`config.mk`:
```
export PLATFORM = sky130hd
export DESIGN_NAME = fetch_decode_unit
export DESIGN_NICKNAME = d
export VERILOG_FILES = /design/src/rtl/fetch_pkg.sv /design/src/rtl/regfile_bypass.sv /design/src/rtl/fetch_decode_unit.sv
export SDC_FILE = /design/constraint.sdc
export NUM_CORES = 2
export LEC_CHECK = 0
export CORE_UTILIZATION = 60
export DETAILED_ROUTE_END_ITERATION = 7
export PLACE_DENSITY_LB_ADDON = 0.12
export SLEW_MARGIN = 25
export SYNTH_ARGS = -nofsm -noshare
export SYNTH_HDL_FRONTEND = slang
export SYNTH_SLANG_ARGS = --single-unit
```
`constraint.sdc`:
```
create_clock -name clk -period 3.31 [get_ports clk]
set_input_delay 0.4965 -clock clk [delete_from_list [all_inputs] [get_ports clk]]
set_output_delay 0.4965 -clock clk [all_outputs]
set_load 0.1 [all_outputs]
```
`src/rtl/fetch_pkg.sv`:
```
// Shared types and constants for the fetch/decode front end.
// The IF/ID struct carries a full 32-bit pc field; users keep only their low PC_W bits.
package fetch_pkg;

    localparam int          XLEN      = 32;
    localparam int          PC_MAX_W  = 32;
    localparam logic [31:0] NOP_INSTR = 32'h0000_0013;

    typedef logic [4:0] reg_idx_t;

    typedef struct packed {
        logic                valid;
        logic [PC_MAX_W-1:0] pc;
        logic [XLEN-1:0]     instr;
    } ifid_t;

    // Empty pipeline slot: what reset and a redirect flush leave behind.
    localparam ifid_t IFID_BUBBLE = '{valid: 1'b0, pc: '0, instr: NOP_INSTR};

endpackage

```
`src/rtl/regfile_bypass.sv`:
```
// Register file with asynchronous clear, synchronous write and write-to-read bypass.
// Index 0 and indices beyond NREGS always read as zero and are never written.
module regfile_bypass
    import fetch_pkg::*;
#(
    parameter int NREGS = 32
) (
    input  logic            clk,
    input  logic            rst_n,
    input  logic            wr_en,
    input  reg_idx_t        wr_dest,
    input  logic [XLEN-1:0] wr_data,
    input  reg_idx_t        rd_idx1,
    input  reg_idx_t        rd_idx2,
    output logic [XLEN-1:0] rd_data1,
    output logic [XLEN-1:0] rd_data2
);

    localparam int IW = (NREGS > 1) ? $clog2(NREGS) : 1;

    logic [XLEN-1:0] regs_q [NREGS];
    logic [XLEN-1:0] regs_d [NREGS];
    logic            wr_ok;

    assign wr_ok = wr_en && (wr_dest != '0) && (32'(wr_dest) < 32'(NREGS));

    always_comb begin
        for (int i = 0; i < NREGS; i++) begin
            regs_d[i] = regs_q[i];
            if (wr_ok && (32'(wr_dest) == 32'(i))) begin
                regs_d[i] = wr_data;
            end
        end
    end

    genvar gi;
    generate
        for (gi = 0; gi < NREGS; gi++) begin : g_reg
            always_ff @(posedge clk or negedge rst_n) begin
                if (!rst_n) begin
                    regs_q[gi] <= '0;
                end else begin
                    regs_q[gi] <= regs_d[gi];
                end
            end
        end
    endgenerate

    // Zero-index / out-of-range test comes last so it wins over the bypass.
    always_comb begin
        rd_data1 = regs_q[rd_idx1[IW-1:0]];
        if (wr_en && (wr_dest == rd_idx1)) rd_data1 = wr_data;
        if ((rd_idx1 == '0) || (32'(rd_idx1) >= 32'(NREGS))) rd_data1 = '0;

        rd_data2 = regs_q[rd_idx2[IW-1:0]];
        if (wr_en && (wr_dest == rd_idx2)) rd_data2 = wr_data;
        if ((rd_idx2 == '0) || (32'(rd_idx2) >= 32'(NREGS))) rd_data2 = '0;
    end

endmodule

```
`src/rtl/fetch_decode_unit.sv`:
```
// Fetch stage (PC, instruction memory) plus IF/ID register and decode-stage register reads.
// Instruction memory is loaded through the write port and survives reset.
module fetch_decode_unit
    import fetch_pkg::*;
#(
    parameter int PC_W       = 8,
    parameter int IMEM_WORDS = 64,
    parameter int RESET_PC   = 0,
    parameter int NREGS      = 32
) (
    input  logic            clk,
    input  logic            reset,
    input  logic            stall,
    input  logic            redirect_en,
    input  logic [PC_W-1:0] redirect_pc,
    input  logic            imem_we,
    input  logic [PC_W-1:0] imem_waddr,
    input  logic [31:0]     imem_wdata,
    input  logic            rg_wrt_en,
    input  logic [4:0]      rg_wrt_dest,
    input  logic [31:0]     rg_wrt_data,
    output logic [PC_W-1:0] pc_out,
    output logic            id_valid,
    output logic [PC_W-1:0] id_pc,
    output logic [31:0]     id_instr,
    output logic [31:0]     rg_rd_data1,
    output logic [31:0]     rg_rd_data2
);

    localparam int WIDX_W = PC_W - 2;
    localparam int AW     = (IMEM_WORDS > 1) ? $clog2(IMEM_WORDS) : 1;

    logic [PC_W-1:0]   pc_q, pc_d;
    ifid_t             ifid_q, ifid_d;
    logic [XLEN-1:0]   imem [IMEM_WORDS];
    logic [WIDX_W-1:0] fetch_idx, wr_idx;
    logic              fetch_hit, wr_hit;
    logic [XLEN-1:0]   fetch_word;

    assign fetch_idx  = pc_q[PC_W-1:2];
    assign wr_idx     = imem_waddr[PC_W-1:2];
    assign fetch_hit  = 32'(fetch_idx) < 32'(IMEM_WORDS);
    assign wr_hit     = 32'(wr_idx) < 32'(IMEM_WORDS);
    assign fetch_word = fetch_hit ? imem[fetch_idx[AW-1:0]] : NOP_INSTR;

    always_ff @(posedge clk) begin
        if (imem_we && wr_hit) begin
            imem[wr_idx[AW-1:0]] <= imem_wdata;
        end
    end

    // Redirect outranks stall: a redirect always flushes, even in a stalled cycle.
    always_comb begin
        pc_d   = pc_q + PC_W'(4);
        ifid_d = ifid_q;
        if (redirect_en) begin
            pc_d   = {redirect_pc[PC_W-1:2], 2'b00};
            ifid_d = IFID_BUBBLE;
        end else if (stall) begin
            pc_d   = pc_q;
        end else begin
            ifid_d.valid = 1'b1;
            ifid_d.pc    = PC_MAX_W'(pc_q);
            ifid_d.instr = fetch_word;
        end
    end

    always_ff @(posedge clk or negedge reset) begin
        if (!reset) begin
            pc_q   <= PC_W'(RESET_PC);
            ifid_q <= IFID_BUBBLE;
        end else begin
            pc_q   <= pc_d;
            ifid_q <= ifid_d;
        end
    end

    assign pc_out   = pc_q;
    assign id_valid = ifid_q.valid;
    assign id_pc    = ifid_q.pc[PC_W-1:0];
    assign id_instr = ifid_q.instr;

    regfile_bypass #(
        .NREGS (NREGS)
    ) u_regfile (
        .clk      (clk),
        .rst_n    (reset),
        .wr_en    (rg_wrt_en),
        .wr_dest  (rg_wrt_dest),
        .wr_data  (rg_wrt_data),
        .rd_idx1  (ifid_q.instr[19:15]),
        .rd_idx2  (ifid_q.instr[24:20]),
        .rd_data1 (rg_rd_data1),
        .rd_data2 (rg_rd_data2)
    );

    // Byte-offset bits and the spare high pc bits of the IF/ID struct carry no information.
    logic unused_addr_lsbs;
    assign unused_addr_lsbs = ^{redirect_pc[1:0], imem_waddr[1:0]};

    generate
        if (PC_W < PC_MAX_W) begin : g_pc_hi
            logic unused_pc_hi;
            assign unused_pc_hi = |ifid_q.pc[PC_MAX_W-1:PC_W];
        end
    endgenerate

endmodule

```
* Word level (Yosys, flattened, before mapping) *
Memories as Yosys holds them, arrays and structs flattened.
Cells that the tools add are included.

word-level totals
  flip-flop bits (word level) = 1073
  RAM bits = 2048
  input port bits = 91
  output and inout port bits = 113
  word-level logic and storage cells = 131
  memories = 1

memories
  memory  depth  width  rd ports  clocked after memory_dff  wr ports  RTL line                 RTL
  imem    64     32     1         0                         1         fetch_decode_unit.sv:35  logic [XLEN-1:0] imem [IMEM_WORDS];

cells by class
  add/sub/neg operators = 1
  $lt $le $gt $ge = 2
  equality and inequality tests = 34
  multiplexer cells = 16
  bitwise gates (word level) = 2
  reductions and logical operators = 39

operators with widths
  kind                                                                      number
  32-bit binary-select mux with 5-bit select                                2
  32-bit 2-to-1 mux                                                         8
  65-bit 2-to-1 mux                                                         2
  5-bit equality test (second input constant)                               16
  5-bit by 4-bit equality test with 1-bit output (second input constant)    8
  1-bit logical AND                                                         35
  5-bit by 3-bit equality test with 1-bit output (second input constant)    4
  8-bit 2-to-1 mux                                                          2
  5-bit zero test                                                           3
  6-bit >= comparator (second input constant)                               2
  5-bit inverter with 6-bit output                                          2
  5-bit by 2-bit equality test with 1-bit output (second input constant)    2
  5-bit equality test                                                       2
  8-bit by 3-bit adder with 8-bit output (second input constant)            1
  5-bit by 1-bit equality test with 1-bit output (second input constant)    1
  5-bit nonzero test                                                        1
  1-bit 2-to-1 mux                                                          2
  2-bit by 1-bit inequality test with 1-bit output (second input constant)  1

* Logic depth before layout (Yosys ltp) *
  depth in word-level cells = 6
  gate-level depth with buffers = 11
  gate-level depth less buffers = 5

* Cells and area by module *
From an unflattened synthesis, not the netlist that was laid out.

unflattened totals
  cell total of the unflattened synthesis = 7297
  area total of the unflattened synthesis = 134898.1 µm²

modules (own cells, without submodules)
  module             instances  cells an instance  area an instance (µm²)  seq. area each (µm²)
  fetch_decode_unit  1          3481               80159.4                 62653.8
  regfile_bypass     1          3816               54738.7                 25624.6

* Worst setup path before layout *
No wires, ideal clock.

  kind = register -> output
  from = register ifid_q, in the netlist id_instr[20]
  to = output port rg_rd_data2[12]
  arrival time = 5.516 ns
  data required time = 2.813 ns
  slack = -2.703 ns
  cell stages (with the launch flop) = 11
  path buffers = 5
  path through = dfrtp_1 > buf_2 > buf_6 > buf_6 > buf_4 > buf_4 > mux2i_1 > o221ai_1 > a21o_1 > a21oi_1 > o41ai_1

between the ends
  word-level cells in the longest chain between the ends = 6
  elaborated cells on any way between the ends = 9
  classes of those cells = eq/ne: 1; mux: 5; bitwise: 1; reduce/logical: 2

ends and longest elaborated chain
  item                                                    RTL line                 RTL
  start, declared                                         fetch_decode_unit.sv:34  ifid_t ifid_q, ifid_d;
  start signal, assigned                                  fetch_decode_unit.sv:74  ifid_q <= ifid_d;
  5-bit inverter with 6-bit output (not written as such)  regfile_bypass.sv:55     rd_data2 = regs_q[rd_idx2[IW-1:0]];
  32-bit binary-select mux with 5-bit select              regfile_bypass.sv:55
  32-bit 2-to-1 mux (not written as such) (2 in series)   regfile_bypass.sv:55
  32-bit 2-to-1 mux                                       regfile_bypass.sv:56     if (wr_en && (wr_dest == rd_idx2)) rd_data2 = wr_data;
  32-bit 2-to-1 mux *                                     regfile_bypass.sv:57     if ((rd_idx2 == '0) || (32'(rd_idx2) >= 32'(NREGS))) rd_data2 = '0;
  end, declared                                           fetch_decode_unit.sv:27  output logic [31:0] rg_rd_data2

Mark *: on every way between the ends. The rest lies on a longest branch, timed or not. The select of a mux whose other input is x is not followed.

* Worst setup path after layout *
  from = register ifid_q, in the netlist id_instr[20]
  to = output port rg_rd_data2[8]

Same word-level chain as after synthesis.

==> flow_summary.ini <==
[finish]
stdcell_count = 11100
syn_to_final_growth_pct = 20.2
final_core_util_pct = 72.8
nets = 7991
final_common_cell = edfxtp_1
layout_common_cells = edfxtp_1 (2,048), dfrtp_1 (1,052), mux4_2 (985), mux2_2 (968), buf_4 (504)
drive_gt1_share_pct = 46.3

[yosys]
synthCells = 7205
synth_cell_types = 67
syn_area_per_cell_sq_um = 18.7
ys_ff_latch = 3118
ys.flop_type = edfxtp_1
async_flop_share_pct = 34.3
syn_area_sq_um = 135000
ys_seq_area_share_pct = 65.4
ys_warn_count = 0
synth-edff-count = 2048

[die]
die_w_microns = 476
design.die.area_sq_um = 227000
coreArea_sq_um = 223000
fp.dieH_microns = 476
start_util_pct = 60.6
ios = 204
rows = 173

[critical_path]
reg2regPathDepth = 8
cp_common_cell = buf_12
cpMaxStageDelayCell = mux4_2
endpoint_kind = output port
worst-path-max-fanout = 7
critPathLaunchType = flop
reg2reg_to = id_instr[21]
path_buf_inv = 3
critPathTopFamily = multiplexers
crit_type = reg -> out
cp.required_ns = 2.81
rr_startpoint = pc_out[2]
path_cells = buf_12, buf_12, mux4_2, mux4_2, and3_4, a221o_2, buf_12
crit_start = id_instr[20]
cp_slowest_stage_delay_ns = 0.58
r2r_slack_ns = 0.19
cp.arrival_ns = 3.60

[sta]
setup_violations = 64
relSlewSlack_pct = 27.7
tightest_slew_ns = 1.08
setup_slack_ns = -0.787
min_period_ns = 4.10
fmax_ghz = 0.244
slew_viol_final = 0
rsz0062_at_grt = yes
fin_crit_sh_pct = 124
skew_ns = 0.0635
hold_viol_final = 0

[drt]
antenna_left = 0
drc_errors = 0
wire_per_inst_microns = 35.9
viasPerCell = 6.99
finalWirelength_mm = 399
drt_iter0_markers = 9616
vias = 77800
firstDrtPassIters = 6

[grt]
grt_overflow_total = 0
grt_pass1_wl_mm = 575
grt.met3_usage_pct = 6.11
antenna_found_initial = 9
grt_pass1_vias = 80200
met1_usage_pct = 47.1
grt_max_degree = 109
grt_util_all_layers_pct = 35.4
grt_busiest_layer = met2
grt_use_met2_pct = 57.5

[hold_path]
hold_start = imem_wdata[22]
hold-path-cell-count = 1
worstHoldEndpoint = imem[35][22]
hold_path.class = in -> reg

[placed_design]
io_buffers = 197
routabilityCongestion = 0.842
place_inst = 10400
dp_hpwl_mm = 231

[cts]
cts_buffers = 332
clkLatencyLatePin_ns = 0.97
htree_levels = 5
path_clk_slew_ns = 0.06
clockRootBuffer = clkbuf_16
clockBufferDepth = 4
cts.sinks = 3118
cts_tree = built

[power_and_ir_drop]
p_leak_nw = 58.6
powerDensity_nw_per_um2 = 653
peakVddDrop_mv = 0.610

[outcome]
violations = negative setup slack
status = finished with violations

[run]
maxCapViolCount = 0
## cell type report
| cell class | instances | area [sq um] |
|---|---|---|
| Antenna cell | 5 | 12.5 |
| Clock buffer | 447 | 9100 |
| Clock inverter | 131 | 1370 |
| Fill cell | 13000 | 60700 |
| Inverter | 7 | 33.8 |
| Multi-Input combinational cell | 3445 | 46700 |
| Sequential cell | 3118 | 88300 |
| Tap cell | 2975 | 3720 |
| Timing Repair Buffer | 995 | 12900 |
## synth_stat cells, drive strengths merged (9+ instances only)
cell,count,share of area (%)
a221oi,51,0.33
a211o,21,0.14
or2,9,0.042
a22oi,52,0.29
clkbuf,347,0.97
edfxtp,2048,46
o41ai,15,0.097
a211oi,48,0.27
a2111oi,18,0.12
mux2,1027,8.6
o221ai,39,0.25
o32ai,12,0.078
o22ai,71,0.33
xnor2,12,0.078
o211ai,13,0.072
nand2b,19,0.088
a21oi,60,0.22
and3,13,0.060
dfrtp,1067,20
mux4,985,16
nand3,50,0.19
a21o,10,0.056
a22o,9,0.058
o21ai,84,0.31
nor3,17,0.063
a221o,24,0.18
mux2i,342,2.5
nor2b,51,0.24
nand2,147,0.41
nor2,170,0.47
buf,289,1.2
## metrics by stage
| stage | power (mW) | setup TNS [ns] | setup WS, ns | hold WS [ns] | cell area [sq um] |
|---|---|---|---|---|---|
| after floorplan | 60.2 | -5.60 | -0.402 | 0.201 | 136000 |
| after global placement | 67.0 | -0.714 | -0.107 | 0.377 | 147000 |
| after detailed placement | 67.6 | -0.686 | -0.116 | 0.383 | 147000 |
| after CTS | 106 | -42.03 | -0.830 | 0.0159 | 162000 |
| after global routing | 109 | -44.23 | -0.855 | 0.0522 | 162000 |
| final | 106 | -40.22 | -0.787 | 0.0646 | 162000 |
## kinds of logic after synthesis
group	Yosys count	synth area share, %
other cells	1	0.00278
flops	3118	65.4
compound gates	570	3.07
xor+xnor	14	0.0908
fa+ha+maj	1	0.00927
simple gates	504	1.70
buf+inv	643	2.20
mux	2354	27.5
## registers in the layout, indices dropped and copies added (netlist names)
name	count
id_valid	1
imem	2048
pc_out	6
id_instr	32
id_pc	7
u_regfile.regs_q	1024
## layer usage
metal  up-vias  part of all wire (%)
met1     41500                    37
met3      1073                   8.8
met2      4502                    49
met5         -                0.0068
li1      30700                     -
met4         4                   5.4
## worst max path at each step
stage | to | slack (ns) | cells past startpoint
6_report | rg_rd_data2[8] | -0.79 | 7
5_1_grt | rg_rd_data2[29] | -0.86 | 9
4_1_cts | rg_rd_data2[8] | -0.83 | 8
3_5_place_dp | rg_rd_data2[5] | -0.12 | 7
3_3_place_gp | rg_rd_data2[5] | -0.11 | 7
2_1_floorplan | rg_rd_data1[12] | -0.40 | 9
## what timing repair did
action / in CTS / in global routing
setup buffers: 128 / 26
hold endpoints to repair: 46 / 0
cloned: 41 / 2
hold buffers: 1 / 0
setup endpoints to repair: 64 / 65
pin swaps: 108 / 70
gates resized for setup: 348 / 124
## where the power goes
part	switching, mW	internal [mW]
Sequential	2.09	44.3
Combinational	11.9	11.3
Clock	14.9	21.4
No activity file was read; power rests on OpenSTA's default activity.
